[config.mk]
export PLATFORM = sky130hd
export DESIGN_NAME = wb_burst_master
export DESIGN_NICKNAME = d
export VERILOG_FILES = /design/src/rtl/wb_burst_master.sv
export SDC_FILE = /design/constraint.sdc
export NUM_CORES = 1
export LEC_CHECK = 0
export CAP_MARGIN = 15
export CELL_PAD_IN_SITES_DETAIL_PLACEMENT = 0
export CELL_PAD_IN_SITES_GLOBAL_PLACEMENT = 1
export CORE_UTILIZATION = 29
export DETAILED_ROUTE_END_ITERATION = 8
export PLACE_DENSITY = 0.87
export SYNTH_ARGS = -nofsm -noshare
export SYNTH_HDL_FRONTEND = slang
export SYNTH_SLANG_ARGS = --single-unit
[constraint.sdc]
create_clock -name clk -period 4.6 [get_ports clk]
set_input_delay 0.46 -clock clk [delete_from_list [all_inputs] [get_ports clk]]
set_output_delay 0.46 -clock clk [all_outputs]
set_load 0.02 [all_outputs]
[src/rtl/wb_burst_master.sv]
// Wishbone B3 burst master: single-word and linear incrementing bursts on
// behalf of a start/done client, with a no-ack timeout abort.
module wb_burst_master #(
  parameter int unsigned LEN_BITS = 4,
  parameter int unsigned TIMEOUT  = 255
) (
  input  logic                clk,
  input  logic                rst,

  input  logic                req_start,
  input  logic                req_we,
  input  logic [29:0]         req_addr,
  input  logic [LEN_BITS:0]   req_len,
  output logic                req_busy,
  output logic                req_done,
  output logic                req_err,

  input  logic [31:0]         wr_data,
  output logic                wr_pop,
  output logic [31:0]         rd_data,
  output logic                rd_valid,

  output logic                wbm_cyc_o,
  output logic                wbm_stb_o,
  output logic [29:0]         wbm_addr_o,
  output logic [2:0]          wbm_cti_o,
  output logic [1:0]          wbm_bte_o,
  output logic [3:0]          wbm_sel_o,
  output logic                wbm_we_o,
  output logic [31:0]         wbm_data_o,
  input  logic [31:0]         wbm_data_i,
  input  logic                wbm_ack_i
);

  localparam int unsigned LEN_W = LEN_BITS + 1;
  localparam logic [7:0]  TMO   = 8'(TIMEOUT);
  localparam logic [2:0]  CTI_CLASSIC = 3'b000;
  localparam logic [2:0]  CTI_INC     = 3'b010;
  localparam logic [2:0]  CTI_END     = 3'b111;

  typedef enum logic [1:0] {S_IDLE, S_BURST, S_FIN} state_e;

  state_e             state_q;
  logic               cyc_q, stb_q, we_q;
  logic [29:0]        addr_q, addr_d;
  logic [2:0]         cti_q;
  logic               busy_q, done_q, err_q;
  logic [LEN_BITS:0]  len_q, cnt_q, cnt_d;
  logic [7:0]         tmo_q;

  assign addr_d = addr_q + 30'd1;
  assign cnt_d  = cnt_q + LEN_W'(1);

  always_ff @(posedge clk) begin
    if (rst) begin
      state_q <= S_IDLE;
      cyc_q   <= 1'b0;
      stb_q   <= 1'b0;
      we_q    <= 1'b0;
      addr_q  <= '0;
      cti_q   <= CTI_CLASSIC;
      busy_q  <= 1'b0;
      done_q  <= 1'b0;
      err_q   <= 1'b0;
      len_q   <= '0;
      cnt_q   <= '0;
      tmo_q   <= '0;
    end else begin
      done_q <= 1'b0;
      err_q  <= 1'b0;
      case (state_q)
        S_IDLE: begin
          if (req_start) begin
            if (req_len != '0) begin
              state_q <= S_BURST;
              cyc_q   <= 1'b1;
              stb_q   <= 1'b1;
              we_q    <= req_we;
              addr_q  <= req_addr;
              len_q   <= req_len;
              cnt_q   <= '0;
              tmo_q   <= '0;
              busy_q  <= 1'b1;
              cti_q   <= (req_len == LEN_W'(1)) ? CTI_END : CTI_INC;
            end else begin
              // empty request: immediate completion, never touches the bus
              done_q <= 1'b1;
            end
          end
        end
        S_BURST: begin
          if (wbm_ack_i) begin
            cnt_q  <= cnt_d;
            addr_q <= addr_d;
            tmo_q  <= '0;
            if (cnt_d == len_q) begin
              state_q <= S_FIN;
              cyc_q   <= 1'b0;
              stb_q   <= 1'b0;
              cti_q   <= CTI_CLASSIC;
              done_q  <= 1'b1;
            end else if (cnt_d == len_q - LEN_W'(1)) begin
              cti_q <= CTI_END;
            end
          end else if (tmo_q == TMO) begin
            state_q <= S_FIN;
            cyc_q   <= 1'b0;
            stb_q   <= 1'b0;
            cti_q   <= CTI_CLASSIC;
            done_q  <= 1'b1;
            err_q   <= 1'b1;
          end else begin
            tmo_q <= tmo_q + 8'd1;
          end
        end
        S_FIN: begin
          state_q <= S_IDLE;
          busy_q  <= 1'b0;
        end
        default: state_q <= S_IDLE;
      endcase
    end
  end

  assign req_busy   = busy_q;
  assign req_done   = done_q;
  assign req_err    = err_q;

  assign wbm_cyc_o  = cyc_q;
  assign wbm_stb_o  = stb_q;
  assign wbm_addr_o = addr_q;
  assign wbm_cti_o  = cti_q;
  assign wbm_bte_o  = 2'b00;
  assign wbm_sel_o  = 4'hF;
  assign wbm_we_o   = we_q;
  assign wbm_data_o = wr_data;

  assign wr_pop     = cyc_q & stb_q & we_q & wbm_ack_i;
  assign rd_valid   = cyc_q & stb_q & ~we_q & wbm_ack_i;
  assign rd_data    = wbm_data_i;

endmodule

# Word-level counts from Yosys, hierarchy flattened
# Index checks and enable logic that the tools add are counted.
[classes]
reduce_logical = 12
n_mux = 40
n_eq_ne = 13
add_sub_neg = 4
n_bitwise = 6
[ops]
columns = ["op", "n"]
rows = [
  ["two-way mux 30 bit", 3],
  ["case mux 30 bit (2 select lines)", 1],
  ["two-way mux 8 bit", 4],
  ["adder 30 x 1 -> 30 bit, second input constant", 1],
  ["two-way mux 3 bit", 7],
  ["case mux 8 bit (2 select lines)", 1],
  ["two-way mux 5 bit", 3],
  ["AND reduction 4 bit", 3],
  ["equality test 5 bit", 2],
  ["two-way mux 1 bit", 10],
  ["two-way mux 2 bit", 5],
  ["case mux 5 bit (2 select lines)", 1],
  ["AND reduction 5 bit", 2],
  ["!= test 3 bit, second input constant", 3],
  ["adder 8 x 1 -> 8 bit, second input constant", 1],
  ["equality test 8 bit, second input constant", 1],
  ["!= test 2 bit, second input constant", 3],
  ["case mux 1 bit (2 select lines)", 3],
  ["case mux 3 bit (2 select lines)", 1],
  ["AND reduction 3 bit", 2],
  ["adder 5 x 1 -> 5 bit, second input constant", 1],
  ["equality test 5 x 1 -> 1 bit, second input constant", 1],
  ["nonzero test 5 bit", 1],
  ["subtractor 5 x 1 -> 5 bit, second input constant", 1],
  ["other kinds (9)", 14],
]
[word_totals]
output_inout_bits = 111
register_bits = 58
wordCells = 86
inputBits = 104

# Longest topological paths before layout
[logic_depth]
word_depth = 6
depth_mapped = 8
mapped_depth_nobuf = 8

# Worst setup path after synthesis
# No wires, ideal clock.
[synth_path]
kind = "reg-to-reg"
start = "register cnt_q[0]"
end = "register cti_q[1], in the netlist wbm_cti_o[1]"
t_arrival_ps = 1824
path_buffers = 0
setup_time_ps = 119
path_stages_with_launch = 7
setup_slack_ps = 2658
required_time_ps = 4481
period_less_slack_ps = 1942
path_cell_list = "dfxtp_1 > ha_1 > nand3_1 > or3_1 > a211oi_2 > a21oi_1 > o221a_1"
[synth_between]
elab_chain_len = 5
elab_cells_between_ends = 8
cone_classes = "add/sub (1); eq/ne (3); mux (3); reduce/logical (1)"
[synth_rtl]
columns = ["element", "line_no", "text"]
rows = [
  ["from (decl)", "48", "logic [LEN_BITS:0] len_q, cnt_q, cnt_d;"],
  ["from (signal assigned)", "93", "cnt_q <= cnt_d;"],
  ["adder 5 x 1 -> 5 bit (*)", "52", "assign cnt_d = cnt_q + LEN_W'(1);"],
  ["equality test 5 bit", "96", "if (cnt_d == len_q) begin"],
  ["two-way mux 3 bit", "96", ""],
  ["two-way mux 3 bit", "92", "if (wbm_ack_i) begin"],
  ["case mux 3 bit (2 select lines)", "71", "case (state_q)"],
  ["to (signal assigned)", "84", "cti_q <= (req_len == LEN_W'(1)) ? CTI_END : CTI_INC;"],
  ["to (decl)", "46", "logic [2:0] cti_q;"],
]
# Mark *: on every way between the ends. The rest lies on a longest branch, timed or not.
# A chain may end at the register's enable or synchronous reset.

# Worst setup path in the final report
[layout_path]
start = "input req_len[2]"
end = "register addr_q[23], in the netlist wbm_addr_o[23]"
[layout_between]
elab_chain_len = 3
[layout_rtl]
columns = ["element", "line_no", "text"]
rows = [
  ["from (decl)", "13", "input logic [LEN_BITS:0] req_len,"],
  ["nonzero test 5 bit", "74", "if (req_len != '0) begin"],
  ["!= test 2 bit (no line)", "--", ""],
  ["AND reduction 4 bit (no line)", "--", ""],
  ["to (signal assigned)", "79", "addr_q <= req_addr;"],
  ["to (signal assigned)", "94", "addr_q <= addr_d;"],
  ["to (decl)", "45", "logic [29:0] addr_q, addr_d;"],
]
# Every way passes these cells.

==> flow_summary.yaml <==
floorplanning:
  fp.dieArea_sq_mm: 0.0135
  core_area_sq_mm: 0.0127
  placement_rows: 41
  number_of_top_level_design_ports: 215
  start_util_pct: 29.8
  die_w_um: 116
  fp.dieH_um: 116
worst_setup_path:
  worst-path-max-fanout: 14
  cells_along_the_critical_path: "clkdlybuf4s50_1 > or4_4 > o21bai_4 > a21oi_2 > buf_4 > nor2_2 > o21ai_0 > o311ai_1"
  timing.critical_path.from: "req_len[2]"
  r2r.worst_path.cells: 7
  reg2reg_slack_ns: 2.21
  timing.critical_path.from_type: "primary input"
  timing.critical_path.slowest_cell_delay_ns: 0.60
  cp_data_required_time_ns: 4.82
  setup.worst_path.end_class: "register"
  kind_of_critical_path: "in -> reg"
  cpMaxStageDelayCell: "sky130_fd_sc_hd__or4_4"
  critical_path_at_ns: 2.92
  r2r_start: "state_q[0]"
detailed_routing:
  detail_route.wirelength_um: 10700
  vias: 3413
  vias_per_cell: 5.16
  drt-initial-drc-count: 181
  firstDrtPassIters: 5
  drt_wl_cell_um: 16.1
  drcViolationCount: 0
  antenna_violating_nets_post_route: 0
yosys:
  synth_async_sr_flop_share_pct: 0
  post_synth_instance_area_sq_mm: 0.00378
  post_syn_area_per_cell_sq_um: 7.91
  ys.flop_type: "sky130_fd_sc_hd__dfxtp_1"
  synth-edff-count: 0
  yosysSeqAreaShare_pct: 30.2
  post_synth_inst_count: 478
  seq_cells_post_synth: 57
  netlist-cell-type-count: 72
  synth.yosys.warnings: 0
timing:
  headroom_to_the_max_slew_limit_pct: 40.9
  period_minus_slack_ns: 2.70
  fin_ws_ns: 1.90
  timing.setup.tns_ns: 0
  clock-skew-final_ns: 0.0120
  tightestPinTransition_ns: 0.885
  hold_viol_final: 0
  clock.fmax_ghz: 0.370
  maxSlewViolCount: 0
  grt_setup_unrepaired: "no"
  period_share_pct: 58.8
  final-setup-viol-count: 0
worst_hold_path:
  worstHoldStart: "cnt_q[1]"
  hold_path.class: "reg -> reg"
  min_path_cells: 2
placed_design:
  portBuffers: 80
  place_ws_ns: 1.56
  routabilityCongestion: 0.825
  detailedPlacementHpwl_um: 7760
  dp.cells: 645
grt:
  grt_antenna_before_repair: 0
  grt_max_degree: 40
  first_global_vias: 3224
  grt_first_pass_wirelength_um: 16800
  grt_remaining_overflow: 0
  track_usage_pct: 16.3
clock_network:
  cts-root-buf: "sky130_fd_sc_hd__clkbuf_16"
  clock_sink_count: 57
  h_tree_levels: 3
  tritoncts_clock_tree: "done"
  max-clock-path-buffers: 2
  numCtsBuffers: 9
  postCtsHoldBufs: 0
  cts_setup_buffers: 0
  clk_latency_ns: 0.33
  cts.clk_slew.worst_paths_ns: 0.05
  cts-resized-gates: 0
finish:
  final_cell_count_no_fill: 661
  ant_diodes: 0
  final_layout_fill_cell_count: 1321
  area_growth_syn_to_layout_pct: 19.6
  final_util_pct: 35.7
  finalNetCount: 592
  multi_input_area_sq_mm: 0.00199
  drive_above_1_share_pct: 8.38
  area_occupied_by_registers_sq_mm: 0.00114
job:
  maxCapViolations: 0
power:
  peakVddDrop_mv: 0.150
  power.static_leakage_nw: 1.58
  power_density_mw_per_mm2: 357
status:
  outcome: "complete, no violations"
-- worst max-delay path: cells and delay by family --
family | cells | cell delay [ns]
AO/OA/AOI/OAI | 4 | 0.69
buffers and inverters | 2 | 0.66
AND/OR/NAND/NOR | 2 | 1.10
-- layer usage --
| metal | vias up | GRT usage, % | wire [um] |
|---|---|---|---|
| li1 | 1647 | - | - |
| met3 | 21 | 4.98 | 916 |
| met4 | 0 | 6.75 | 196 |
| met2 | 163 | 26.3 | 5070 |
| met1 | 1582 | 20.0 | 4490 |
| met5 | - | 0 | 0 |
-- final cells by class --
cell class                 count  area share, %
clock buffer                  11           5.15
inverter                       9          0.747
multi-input combinational    323           44.0
sequential                    57           25.2
timing repair buffer          84           18.4
tap                          172           4.76
clock inverter                 5           1.77
-- cells in the mapped netlist (3+ instances only) --
cell type | n | area, sq um
sky130_fd_sc_hd__nand4_1 | 4 | 25.0
sky130_fd_sc_hd__nand2b_1 | 4 | 25.0
sky130_fd_sc_hd__and4_1 | 5 | 43.8
sky130_fd_sc_hd__nor2_1 | 36 | 135
sky130_fd_sc_hd__nor3b_1 | 3 | 22.5
sky130_fd_sc_hd__buf_4 | 75 | 563
sky130_fd_sc_hd__xor2_1 | 8 | 70.1
sky130_fd_sc_hd__o21ai_1 | 4 | 20.0
sky130_fd_sc_hd__nor4_1 | 5 | 31.3
sky130_fd_sc_hd__a211oi_1 | 5 | 37.5
sky130_fd_sc_hd__nand2_1 | 39 | 146
sky130_fd_sc_hd__a22oi_1 | 5 | 37.5
sky130_fd_sc_hd__o31ai_1 | 3 | 22.5
sky130_fd_sc_hd__and3_1 | 5 | 31.3
sky130_fd_sc_hd__nor3_1 | 15 | 75.1
sky130_fd_sc_hd__buf_2 | 3 | 15.0
sky130_fd_sc_hd__o21ai_0 | 31 | 155
sky130_fd_sc_hd__a31oi_1 | 6 | 37.5
sky130_fd_sc_hd__xnor2_1 | 9 | 78.8
sky130_fd_sc_hd__ha_1 | 4 | 50.1
sky130_fd_sc_hd__nand3_1 | 21 | 105
sky130_fd_sc_hd__a21oi_1 | 42 | 210
sky130_fd_sc_hd__o22ai_1 | 6 | 37.5
sky130_fd_sc_hd__dfxtp_1 | 57 | 1140
sky130_fd_sc_hd__nor2_2 | 3 | 18.8
sky130_fd_sc_hd__inv_1 | 9 | 33.8
sky130_fd_sc_hd__clkbuf_1 | 13 | 48.8
-- report_power, final --
part	internal [mW]	switching [mW]	total [mW]	leakage (nW)
Clock	0.473	0.233	0.706	0.146
Sequential	0.530	0.0456	0.576	0.467
Combinational	0.152	0.179	0.331	0.969
-- stage by stage --
step	total power, mW	cell area, sq um	hold WS, ns
after floorplan	0.853	3800	0.449
after global placement	0.909	4210	0.460
after detailed placement	0.916	4210	0.469
after CTS	1.63	4520	0.478
after global routing	1.68	4520	0.504
final	1.61	4520	0.478
-- state kept, by name (all words and copies together) (netlist names) --
signal and count:
cnt_q 5, len_q 5, req_busy 1, req_done 1, req_err 1, state_q 2
tmo_q 8, wbm_addr_o 30, wbm_cti_o 2, wbm_stb_o 1, wbm_we_o 1
-- logic make-up (layout without fill, tap and decap cells) --
group	Yosys count	count (layout)	share of synthesized area (%)
AO/OA/AOI/OAI	136	136	23.5
flip-flops	57	57	30.2
buffers and inverters	102	109	17.7
multiplexers	1	1	0.265
other	2	6	0.199
adder cells (fa/ha/maj)	4	4	1.32
AND/OR/NAND/NOR	157	157	21.8
XOR/XNOR	19	19	4.96
-- worst paths after layout --
| kind | endpoint |
|---|---|
| setup / recovery | wbm_addr_o[23] |
| hold reg to reg | cnt_q[1] |
| setup reg to reg | wbm_addr_o[23] |
| hold / removal | cnt_q[1] |
-- layout by cell type (no fill, tap or decap), drive strengths merged, types with 5 or more instances in the layout --
| cell type | count |
|---|---|
| xnor2 | 10 |
| nor3 | 17 |
| xor2 | 8 |
| nor2 | 39 |
| a211oi | 7 |
| and3 | 5 |
| inv | 9 |
| a22oi | 5 |
| dfxtp | 57 |
| and4 | 5 |
| a21oi | 43 |
| nor4 | 5 |
| nand3 | 23 |
| o21ai | 36 |
| o22ai | 7 |
| clkdlybuf4s50 | 80 |
| conb | 6 |
| nand2 | 39 |
| clkbuf | 11 |
| a31oi | 6 |
(Power assumes the default switching activity.)
==> RTL change 1, RTL diff (same settings) <==
Set the parameter `LEN_BITS` to 8 (it was 4).
--- a/src/rtl/wb_burst_master.sv
+++ b/src/rtl/wb_burst_master.sv
@@ -3,3 +3,3 @@
 module wb_burst_master #(
-  parameter int unsigned LEN_BITS = 4,
+  parameter int unsigned LEN_BITS = 8,
   parameter int unsigned TIMEOUT  = 255
Ports: changed (resized req_len); port bits go from 215 to 219. No check against the original RTL was run, so the function may have changed too.
==> RTL change 1 against the unedited design <==
- worst hold slack worse by 0.0080 ns
- die area is 18% higher
- clock power is 4.5% lower
- total power is 13% higher
- area after synthesis is 18% higher
- via count is 18% higher
- first-iteration DRC count is 23% higher
- non-clock buffer count is 5 higher
- routed wire length is 11% higher
- sequential cell count is 8 higher
- worst setup slack better by 0.041 ns
- design area is 15% higher
- utilization is 0.54 points lower
- largest cell class unchanged
- highest routed layer unchanged
==> RTL change 1: results (changes against the unedited design) <==
outcome=finished clean; Max-Slew Margin vs Limit=41.7% (+0.88 points); R2R Path Start=wbm_addr_o[0]$_SDFFE_PP0P_; drt pass-1 iters=4 (-1); Leak Pwr=1.80 nW (+14%); Avg Inst Size Synth=7.60 sq um (-3.9%); Hold Path End=len_q[8]$_SDFFE_PP0P_; sequential portion of the cell area=25.1% (-0.14 points); RR Endpoint=wbm_addr_o[18]$_SDFFE_PP0P_; Buffers excl. clock=89 (+6.0%); Place WS=1.59 ns (+0.0307 ns); post-synthesis mux area share=1.40% (+1.1 points); critical path's largest stage delay=0.64 ns (+0.04 ns); Synth Register Bits=65 (+14%); worst reg-to-reg setup slack=2.05 ns (-0.16 ns); top cells by area, synth=dfxtp_1, buf_4, a21oi_1; post-route setup slack=1.94 ns (+0.0415 ns); xor/xnor share of the synthesized area=5.02% (+0.055 points); ClkCell Share=5.60% (-1.3 points); pin count of the biggest net entering global routing=54 (+35%); gpl congestion=0.794 (-3.8%); HPWL after DPL=8170 um (+5.2%); DP Cell Count=759 (+18%); Post-DP Area=0.00490 sq mm (+16%); nets=698 (+18%); # port buffers=84 (+5.0%); list of most frequent post-synthesis cells=buf_4, dfxtp_1, nand2_1, nor2_1, a21oi_1; Max VDD drop=180 uV (+20%); slowest CP cell=or4_1; fraction of area in multi-input gates=47.3% (+3.3 points)
## RTL change 1: cell count changes after synthesis, moves of 5 or more
cell      delta
nand4_1     +10
a21oi_1      +8
o21ai_1      +6
buf_2        +6
clkbuf_1     +8
and3_1       +5
a211oi_1     +7
nand2_1     +22
dfxtp_1      +8
o21ai_0      -9
o31ai_1      +5
nor2_1      +21
## RTL change 1: where the power goes
group          leakage, nW  switching (mW)  internal [mW]
Combinational         1.13           0.262          0.208
Clock                0.144           0.241          0.433
Sequential           0.532          0.0631          0.610
Total                 1.80           0.566           1.25
## RTL change 1: layer usage
| metal | GRT usage [%] | vias up | routed length, um |
|---|---|---|---|
| met5 | 0 | - | 0 |
| met4 | 4.68 | 0 | 71 |
| met3 | 5.14 | 7 | 799 |
| met2 | 23.2 | 113 | 5460 |
| met1 | 19.8 | 1886 | 5480 |
| li1 | - | 2018 | - |
==> RTL change 2, RTL diff (config.mk and constraints unchanged) <==
Without the edit above. Re-encode `state_e` (3 states) as one-hot, 3 bits wide.
--- a/src/rtl/wb_burst_master.sv
+++ b/src/rtl/wb_burst_master.sv
@@ -40,3 +40,3 @@
 
-  typedef enum logic [1:0] {S_IDLE, S_BURST, S_FIN} state_e;
+  typedef enum logic [2:0] {S_IDLE = 3'b001, S_BURST = 3'b010, S_FIN = 3'b100} state_e;
 
Check against the original RTL: no difference found for any inputs over 4 cycles, from zero or initial values and one cycle with rst high; so few cycles prove little.
==> RTL change 2 against the unedited design <==
- total power decreased by 7.1%
- sequential power increased by 0.7%
- clock skew decreased by 0.0030 ns
- critical path type unchanged
- non-clock buffer count increased by 2
- area after synthesis increased by 3.6%
- largest cell class unchanged
- design area increased by 1.5%
- worst setup slack got worse by 0.22 ns
- routed wire length decreased by 1.2%
- maximum frequency decreased by 7.6%
- sequential cell count increased by 1
- synthesized cell count increased by 6.1%
- first-iteration DRC count increased by 64%
- die area increased by 3.5%
- worst hold slack got worse by 0.0062 ns
==> RTL change 2: results (changes against the unedited design) <==
Min-Delay Path Class=flip-flop to flip-flop; Post-DP Area=0.00431 sq mm (+2.3%); Arr. time, crit path=3.16 ns (+0.24 ns); GRT Resource Usage Total=15.3% (-0.92 points); Worst Tran Pin Value=1.02 ns (+0.140 ns); total internal power=1.07 mW (-7.7%); delay-heaviest family, CP=compound AO/OA/AOI/OAI gates; nets=612 (+3.4%); Leak Pwr=1.56 nW (-1.6%); max reg flops=30 (unchanged); critical path peak fanout=27 (+13); Starting DRT DRC Count=296 (+64%); gpl congestion=0.819 (-0.64%); top cells by area, synth=dfxtp_1, buf_4, a21oi_1; pin count of the biggest net entering global routing=50 (+25%); initial antenna violation count=0 (unchanged); antenna cells=0 (unchanged); CTS Buf Count=9 (unchanged); Seq/Total Area, Yosys=29.6% (-0.54 points); Total Wirelength=10500 um (-1.2%); post-route setup slack=1.67 ns (-0.222 ns); critical path's largest stage delay=0.80 ns (+0.20 ns); clk root buf=clkbuf_16; fillcell total=1413 (+7.0%); Final Hold Fails=0 (unchanged); multi-input logic area=0.00201 sq mm (+1.0%); synth unique cells=60 (-17%); first-pass GRT wire length=17300 um (+3.1%); top_reg_cell synth=dfxtp_1; HPWL after DPL=7490 um (-3.5%); list of most frequent post-synthesis cells=buf_4, dfxtp_1, nand2_1, a21oi_1, nor2_1; layout cells sized above 1=5.89% (-2.5 points); Max VDD drop=182 uV (+21%); slowest CP cell=a21o_1; Place WS=1.31 ns (-0.253 ns); vias per inst=5.24 (+1.5%); vias in the first global route=3408 (+5.7%); worst reg-to-reg setup slack=2.14 ns (-0.07 ns); outcome=finished clean; clock skew=0.00906 ns (-0.00295 ns); Synth warnings=0 (unchanged)
==> RTL change 2: changes by cell type after synthesis, sizes merged, moves of 7 or more <==
cell	delta
nand2	+11
nand4	+9
clkbuf	+7
inv	+10
nor3	-9
o21ai	-8
xor2	-7
==> RTL change 2: cells by family (layout without fill, tap and decap cells) <==
group,after synthesis,after routing,share of synthesized area (%)
adders and majority gates,4,4,1.28
xor gates and xnor gates,17,17,5.05
AOI/OAI and AO/OA,131,131,21.2
muxes,3,3,0.767
and+or+nand+nor,169,169,22.2
DFF,58,58,29.6
buffers and inverters,123,121,19.7
other,2,6,0.192
==> RTL change 2: worst reg2reg max path, stage by stage, from the launching register on <==
cell and delay [ns]:
dfxtp_1 0.40, or3b_1 0.60, buf_4 0.36, or3_1 0.55
o32ai_1 0.27, a221oi_1 0.11
==> RTL change 2: power groups by stage <==
stage	logic, mW	registers (mW)	clock network [mW]
final	0.290	0.580	0.627
after global routing	0.315	0.586	0.665
after CTS	0.292	0.580	0.640
after detailed placement	0.291	0.590	0
after global placement	0.286	0.588	0
after floorplan	0.225	0.613	0
==> RTL change 2: routing by layer <==
metal	global-route usage [%]	part of all wire (%)	routed length (um)
met1	19.0	44	4650
met2	25.1	47	4980
met3	4.44	7.3	770
met4	5.61	1.3	138
met5	0	0	0
==> RTL change 2: area by class of cell <==
type                    instances  share of cell area [%]
well taps                     176                    4.80
repair buffers                 86                    18.4
multi-input cells             330                    43.8
flip-flops and latches         58                    25.3
clock buffers                  11                    5.51
clock inverters                 5                   0.627
inverters                      19                    1.55
==> RTL change 2: path summary, 6_finish.rpt <==
check | from | to | depth (start not counted)
max | req_len[4] | wbm_addr_o[23]$_SDFFE_PP0P_ | 6
min reg2reg | len_q[4]$_SDFFE_PP0P_ | len_q[4]$_SDFFE_PP0P_ | 2
min | len_q[4]$_SDFFE_PP0P_ | len_q[4]$_SDFFE_PP0P_ | 2
max reg2reg | state_q[2]$_SDFFE_PP0P_ | wbm_addr_o[24]$_SDFFE_PP0P_ | 5
==> RTL change 2: through the flow <==
stage | hold WS, ns | std cells
6_report | 0.471 | 685
5_1_grt | 0.523 | 685
4_1_cts | 0.474 | 685
3_5_place_dp | 0.467 | 669
3_3_place_gp | 0.464 | 669
2_1_floorplan | 0.449 | 511
